`config.mk`:
```
export PLATFORM = sky130hd
export DESIGN_NAME = msf_frame_encoder
export DESIGN_NICKNAME = d
export VERILOG_FILES = /design/src/rtl/msf_frame_encoder.sv
export SDC_FILE = /design/constraint.sdc
export NUM_CORES = 1
export LEC_CHECK = 0
export ABC_CLOCK_PERIOD_IN_PS = 6400
export BUFFER_PORTS_ARGS = -buffer_cell sky130_fd_sc_hd__buf_2
export CORE_ASPECT_RATIO = 0.75
export CORE_MARGIN = 2
export CORE_UTILIZATION = 50
export DETAILED_ROUTE_END_ITERATION = 6
export PLACE_DENSITY = 0.68
export SETUP_SLACK_MARGIN = 0.2
export SYNTH_ARGS = -nofsm -noshare
export SYNTH_HDL_FRONTEND = slang
export SYNTH_SLANG_ARGS = --single-unit
export TNS_END_PERCENT = 5
```
`constraint.sdc`:
```
create_clock -name clk_i -period 6.4 [get_ports clk_i]
set_input_delay 0.32 -clock clk_i [delete_from_list [all_inputs] [get_ports clk_i]]
set_output_delay 0.32 -clock clk_i [all_outputs]
set_load 0.03 [all_outputs]
```
`src/rtl/msf_frame_encoder.sv`:
```
// MSF 60 kHz time-code envelope generator (data_o = 1 means carrier off).
// A prescaler of DIV cycles makes 100 ms slots. Ten slots make one second,
// and sixty seconds make one minute. The BCD time/date inputs are copied into
// a shadow frame at the start of second 00 and then encoded as the A/B bits.
// Optional feature macro: MSF_FRAME_ENCODER_DST_EN adds dst_warn_i and dst_i,
// which drive bits 53B and 58B.
module msf_frame_encoder #(
    parameter int unsigned DIV = 3276
) (
    input  logic       clk_i,
    input  logic       rst_i,
    input  logic       en_i,
    input  logic [3:0] year_h_i,
    input  logic [3:0] year_l_i,
    input  logic       month_h_i,
    input  logic [3:0] month_l_i,
    input  logic [1:0] day_h_i,
    input  logic [3:0] day_l_i,
    input  logic [2:0] dow_i,
    input  logic [1:0] hour_h_i,
    input  logic [3:0] hour_l_i,
    input  logic [2:0] minute_h_i,
    input  logic [3:0] minute_l_i,
`ifdef MSF_FRAME_ENCODER_DST_EN
    input  logic       dst_warn_i,
    input  logic       dst_i,
`endif
    output logic       data_o,
    output logic [5:0] second_o,
    output logic       frame_o
);

    localparam logic [15:0] PRE_MAX = 16'(DIV - 1);

    // The 35 time/date bits are stored MSB first, in on-air order (17A .. 51A).
    typedef struct packed {
        logic [34:0] fld;
        logic        dst_warn;
        logic        dst;
    } frame_t;

    logic [15:0] pre;
    logic [3:0]  slot;
    logic [5:0]  sec;
    frame_t      shadow;
    frame_t      live;
    logic        latch;
    logic [63:0] a_bits;
    logic [63:0] b_bits;
    logic        a_cur;
    logic        b_cur;
    logic        env;

    // Collect the live inputs into the shape the shadow frame uses.
    always_comb begin
        live.fld = {year_h_i, year_l_i, month_h_i, month_l_i, day_h_i, day_l_i,
                    dow_i, hour_h_i, hour_l_i, minute_h_i, minute_l_i};
`ifdef MSF_FRAME_ENCODER_DST_EN
        live.dst_warn = dst_warn_i;
        live.dst      = dst_i;
`else
        live.dst_warn = 1'b0;
        live.dst      = 1'b0;
`endif
    end

    // Capture happens on the very first cycle of second 00.
    assign latch = en_i && (pre == 16'd0) && (slot == 4'd0) && (sec == 6'd0);

    // Prescaler, slot and second counters; all hold while en_i is low.
    always_ff @(posedge clk_i) begin
        if (rst_i) begin
            pre  <= '0;
            slot <= '0;
            sec  <= '0;
        end else if (en_i) begin
            if (pre == PRE_MAX) begin
                pre <= '0;
                if (slot == 4'd9) begin
                    slot <= '0;
                    sec  <= (sec == 6'd59) ? 6'd0 : sec + 6'd1;
                end else begin
                    slot <= slot + 4'd1;
                end
            end else begin
                pre <= pre + 16'd1;
            end
        end
    end

    // The shadow frame keeps mid-minute input changes off the air until
    // the next minute starts.
    always_ff @(posedge clk_i) begin
        if (rst_i) begin
            shadow <= '0;
        end else if (latch) begin
            shadow <= live;
        end
    end

    // Expand the shadow frame into per-second A and B bit vectors, indexed by second.
    always_comb begin
        a_bits = '0;
        b_bits = '0;
        for (int i = 0; i < 35; i++) begin
            a_bits[17 + i] = shadow.fld[34 - i];
        end
        a_bits[58:53] = 6'b111111;          // 52..59 = 0111_1110
        b_bits[53] = shadow.dst_warn;
        b_bits[54] = ~^shadow.fld[34:27];   // year
        b_bits[55] = ~^shadow.fld[26:16];   // month + day
        b_bits[56] = ~^shadow.fld[15:13];   // day of week
        b_bits[57] = ~^shadow.fld[12:0];    // hour + minute
        b_bits[58] = shadow.dst;
    end

    // Work out which 100 ms slots of the current second are carrier-off.
    always_comb begin
        a_cur = a_bits[sec];
        b_cur = b_bits[sec];
        env   = 1'b0;
        if (sec == 6'd0) begin
            env = (slot < 4'd5);
        end else begin
            case (slot)
                4'd0:    env = 1'b1;
                4'd1:    env = a_cur;
                4'd2:    env = b_cur;
                default: env = 1'b0;
            endcase
        end
    end

    // Register the outputs one cycle after the counter state they describe.
    always_ff @(posedge clk_i) begin
        if (rst_i) begin
            data_o   <= 1'b0;
            second_o <= '0;
            frame_o  <= 1'b0;
        end else begin
            data_o   <= en_i & env;
            second_o <= sec;
            frame_o  <= latch;
        end
    end

endmodule

```
==> reports/results.tsv, run 1 <==
metric	value	unit
hold path startpoint	day_l_i[3]	
Synth top cells by count	84 x nand2_1, 69 x dfxtp_1, 45 x a21oi_1	
Syn Inst Count	421	
largest net degree at the start of global routing	55	
Synth Cell Area	3410	um2
Critical Path Source Type	flip-flop	
routed length per instance	13.6	um
CTS tree	done	
FP Rows	26	
hold-critical path depth	3	
worst relative slew slack	24.5	%
Worst Tran Pin Value	1.13	ns
count leader, synth	nand2_1	
Clock Root Buffer	clkbuf_8	
clock tree buffer depth	2	
Max Cap Viol	0	
Clock transition at path regs	0.07	ns
Yosys cell types	47	
first-pass GRT wire length	12500	um
Arr. time, crit path	3.11	ns
Hold Crit Class	input pin to flip-flop	
IO Count	46	
Seq/Total Area, Yosys	40.5	%
Die ar.	7510	um2
status	completed	
R2R Path Start	pre[5]	
post-synth top area cell	dfxtp_1	
fin nets	495	
highest clock rate	351	MHz
worst-path fanout max	11	
number of global-route vias before repair	2685	
Starting Density	50.9	%
Slowest Stage Delay on Critical Path	0.60	ns
Fin. Hold Viols	0	
syn avg cell area	8.10	um2
grt total ovfl	0	
fin crit period	2.85	ns
# diodes	0	
number of CTS-inserted buffers	9	
IO Port Bufs	45	
Worst VDD drop	0.117	mV
Setup Buffers After CTS	0	
Yosys reg bits	69	
DP Cell Count	524	
total power	0.905	mW
CP endpoint kind	flip-flop	
Detailed Route WL	7330	um
Routed Antenna Nets	0	
worst path required time	6.66	ns
Leakage	1.41	nW
worst reg2reg path depth	7	
Ys Warns	0	
Die Y-Extent	75.5	um
gr usage total	21.1	%
DRT iter0 DRCs	140	
RSZ-0062 raised after global routing	false	
Yosys top cell area share	40.5	%
clock latency on the worst-skew pair	0.34	ns
Pins Over Slew Limit	0	
setup TNS	0	ns
Layout Cells excl Fill	538	
DP Worst Slack	3.58	ns
reg-to-reg slack, setup	3.55	ns
Die W	99.4	um
layout cells sized above 1	15.9	%
gpl congestion	0.855	
Cell Chain, Critical Path	nor4_2 > nand3_1 > or4_4 > or2_1 > or3_4 > or4_1 > a21oi_1	
P&R area growth vs syn	11.7	%
Async SR Flop Fraction	0	%
Avg Vias per Cell	5.25	
initial antenna violation count	0	
residual DRC count	0	
final period utilization	44.5	%
Detailed Place HPWL	5160	um
Setup CP Type	flip-flop to flip-flop	
Synth area leaders	dfxtp_1 40%, nand2_1 9.2%, xnor2_1 8.5%	
CTS Hold Bufs	0	
cts repair resizes	0	
Post-Synthesis Net Count	465	
clk sink count	69	
final setup fails	0	
CP max-delay cell	or4_4	
Hold Path End	a_bits[32]	
DR pass1 iterations	4	
H-tree Lvls	3	
Setup WS post-layout	3.55	ns
Filler Cells Inserted	635	
Final Skew	0.00811	ns
core box area	6700	um2
ys flop type	dfxtp_1	
vias post-DR	2824	
EDFF count, synth	0	
PD cells	238	nW/um2
FF-to-FF End	sec[4]	
==> power breakdown <==
group | switching (mW) | internal (mW) | total (mW)
clock network | 0.153 | 0.156 | 0.309
logic | 0.0676 | 0.0619 | 0.130
registers | 0.0178 | 0.448 | 0.466
total | 0.238 | 0.667 | 0.905
==> flip-flops by register name (all words and copies together), names as in the netlist <==
signal / flops
a_bits: 35
second_o: 6
sec: 6
pre: 16
frame_o: 1
slot: 4
data_o: 1
==> logic make-up after synthesis <==
| family | synth area share (%) |
|---|---|
| AOI/OAI and AO/OA | 11.6 |
| xor gates and xnor gates | 12.1 |
| adders and majority gates | 2.20 |
| buffers and inverters | 4.22 |
| DFF | 40.5 |
| muxes | 5.65 |
| and+or+nand+nor | 23.8 |
==> metrics by stage <==
stage / instance area (um2) / utilization [%] / hold slack [ns]
global placement: 3640 / 54.4 / 0.466
finish: 3810 / 56.9 / 0.210
global route: 3810 / 56.9 / 0.215
floorplan: 3410 / - / 0.453
CTS: 3810 / 56.9 / 0.203
detailed placement: 3640 / 54.4 / 0.471
==> cell type report <==
type | instances | area (um2) | area share, %
Sequential cell | 69 | 1380 | 36.3
Clock inverter | 2 | 10.0 | 0.263
Inverter | 9 | 33.8 | 0.887
Timing Repair Buffer | 46 | 233 | 6.11
Tap cell | 84 | 105 | 2.76
Multi-Input combinational cell | 316 | 1890 | 49.7
Clock buffer | 12 | 155 | 4.07
==> critical path: cells and delay by family, from the launching register on <==
kind / cells / cell delay, ns
compound gates: 1 / 0.15
simple gates: 6 / 2.24
flops: 1 / 0.37
==> worst max-delay path by stage <==
stage / startpoint / to / slack, ns / cells after the start
2_1_floorplan: pre[4] / sec[2] / 3.75 / 9
3_5_place_dp: pre[5] / sec[4] / 3.58 / 7
3_3_place_gp: pre[5] / sec[4] / 3.61 / 7
6_report: pre[5] / sec[4] / 3.55 / 7
5_1_grt: sec[0] / a_bits[21] / 3.26 / 6
4_1_cts: pre[5] / sec[4] / 3.55 / 7
==> cells in the final DEF, fill, tap and decap left out, types with 3 or more instances in the layout <==
cell type,n
a2111oi_0,3
a21oi_1,45
buf_2,45
clkbuf_8,11
dfxtp_1,69
ha_1,6
inv_1,9
mux2_2,4
mux2i_1,8
mux4_2,3
nand2_1,84
nand2b_1,3
nand3_1,12
nand4_1,6
nor2_1,38
nor2b_1,4
nor3_1,6
o21ai_0,10
or3_1,6
xnor2_1,33
xor2_1,14
==> routing by layer <==
layer,global-route usage [%],routed length [um],up-vias
met5,0,0,-
met2,31.5,3040,66
li1,-,-,1470
met1,30.0,3830,1279
met3,5.60,381,9
met4,7.00,79,0
No activity file was read; power rests on OpenSTA's default activity.
==> run 2, diff against run 1 <==
- ABC_CLOCK_PERIOD_IN_PS: 6400 -> 2900
- clock period: 6.4 -> 2.9 ns (I/O delays scaled with it)
==> run 2 against run 1 <==
  * Critical path depth unchanged
  * Register-to-register slack got worse by 3.2 ns
  * Routed wire length rose by 2.3%
  * Via count increased by 2.3%
  * Maximum frequency grew 14%
  * Largest power group unchanged
  * Critical endpoint unchanged
  * Clock skew is 0.00057 ns lower
  * Die area unchanged
==> reports/results.tsv, run 2 (synthesis gave the netlist of run 1 again) <==
metric	value	unit	change
DRT iter0 DRCs	116		-17%
Setup CP Type	flip-flop to flip-flop		
IO Port Bufs	45		unchanged
H-tree Lvls	3		unchanged
DR pass1 iterations	4		unchanged
number of CTS-inserted buffers	9		unchanged
Die ar.	7510	um2	unchanged
Starting Density	50.9	%	unchanged
Clock Root Buffer	clkbuf_8		
setup TNS	0	ns	unchanged
Clock transition at path regs	0.07	ns	about the same
# diodes	0		unchanged
commonest non-fill, non-tap cell in the layout	nand2_1		
Hold Crit Class	input pin to flip-flop		
Critical Path Source Type	flip-flop		
Avg Vias per Cell	5.27		+0.43%
Worst VDD drop	0.271	mV	+130%
CTS Hold Bufs	0		unchanged
placed inst area	3690	um2	+1.2%
fin nets	504		+1.8%
FP Rows	26		unchanged
Multi-input gate area	1900	um2	+0.53%
CTS tree	done		
initial antenna violation count	0		unchanged
Fin. Hold Viols	0		unchanged
FF+latch area	1380	um2	about the same
RSZ-0062 raised after global routing	false		
DP Cell Count	530		+1.1%
clk sink count	69		unchanged
first-pass GRT wire length	12900	um	+2.8%
Top Usage Layer GRT	met2		
gpl congestion	0.816		-4.6%
status	completed		
Detailed Route WL	7500	um	+2.3%
clock latency on the worst-skew pair	0.35	ns	about the same
commonest non-fill, non-tap cells in the layout	84 x nand2_1, 68 x dfxtp_1, 45 x a21oi_1, 45 x buf_2, 38 x nor2_1		
Layout Cells excl Fill	548		+1.9%
max FFs per register	35		unchanged
worst relative slew slack	44.5	%	+20 points
fin util	58.2	%	+1.4 points
Worst Tran Pin Value	0.821	ns	-0.312 ns
core box area	6700	um2	unchanged
Arr. time, crit path	2.78	ns	-0.33 ns
grt total ovfl	0		unchanged
highest clock rate	399	MHz	+14%
number of global-route vias before repair	2686		+0.037%
met3 GRT Util	7.25	%	+1.7 points
total power	2.04	mW	+130%
met1 usage	30.9	%	+0.89 points
final period utilization	86.5	%	+42 points
Leakage	1.45	nW	+3.2%
IO Count	46		unchanged
Detailed Place HPWL	5280	um	+2.3%
P&R area growth vs syn	14.3	%	
final setup fails	0		unchanged
PD cells	524	nW/um2	+120%
Setup WS post-layout	0.391	ns	-3.16 ns
clock tree buffer depth	2		unchanged
worst path required time	3.17	ns	-3.49 ns
Max Cap Viol	0		unchanged
Die W	99.4	um	unchanged
Hold Slack	0.0337	ns	-0.176 ns
worst-path fanout max	7		-4
layout cells sized above 1	18.3	%	+2.5 points
post-route cell area	3900	um2	+2.4%
fin crit period	2.51	ns	-0.339 ns
largest net degree at the start of global routing	54		-1.8%
Routed Antenna Nets	0		unchanged
met2 Usage GRT	33.0	%	+1.6 points
Pins Over Slew Limit	0		unchanged
routed length per instance	13.7	um	+0.48%
CP endpoint kind	flip-flop		
Filler Cells Inserted	658		+3.6%
residual DRC count	0		unchanged
Die Y-Extent	75.5	um	unchanged
gr usage total	21.8	%	+0.68 points
DP Worst Slack	0.132	ns	-3.45 ns
Final Skew	0.00755	ns	-0.000565 ns
vias post-DR	2889		+2.3%
[run 2: worst paths after layout]
path | start | to | slack (ns) | cells after the start
worst max-delay path | pre[0] | sec[4] | 0.39 | 7
worst min-delay path | year_l_i[3] | a_bits[21] | 0.03 | 3
worst max register to register | pre[0] | sec[4] | 0.39 | 7
worst min register to register | a_bits[26] | a_bits[26] | 0.48 | 2
[run 2: metal layers]
layer | wire length, um | share of wire [%]
met2 | 3100 | 41
met5 | 0 | 0
met3 | 513 | 6.8
met4 | 62 | 0.83
met1 | 3820 | 51
[run 2: layout make-up]
cell class	count	area share, %
Clock buffer	12	4.23
Clock inverter	3	0.513
Inverter	9	0.866
Multi-Input combinational cell	317	48.7
Sequential cell	69	35.4
Tap cell	84	2.69
Timing Repair Buffer	54	7.50
[run 2: timing repair]
| item | 4_1_cts | 5_1_grt |
|---|---|---|
| resized for setup | 1 | 1 |
| setup endpoints to repair | 4 | 4 |
| setup buffers | 1 | 1 |
| gates cloned | 0 | 1 |
| pin swaps | 1 | 4 |
| hold endpoints to repair | 0 | 0 |
[run 2: report_power, final]
group / internal [mW] / leakage [nW] / total [mW] / switching [mW]
registers: 0.989 / 0.562 / 1.03 / 0.0394
logic: 0.139 / 0.799 / 0.287 / 0.148
clock network: 0.374 / 0.0905 / 0.727 / 0.353
[run 2: worst max-delay path: stages (launching register included)]
cell	delay [ns]
dfxtp_1	0.40
ha_1	0.18
nand2_1	0.10
or4_4	0.55
or2_4	0.27
or3_4	0.37
or4_1	0.41
a21oi_1	0.16
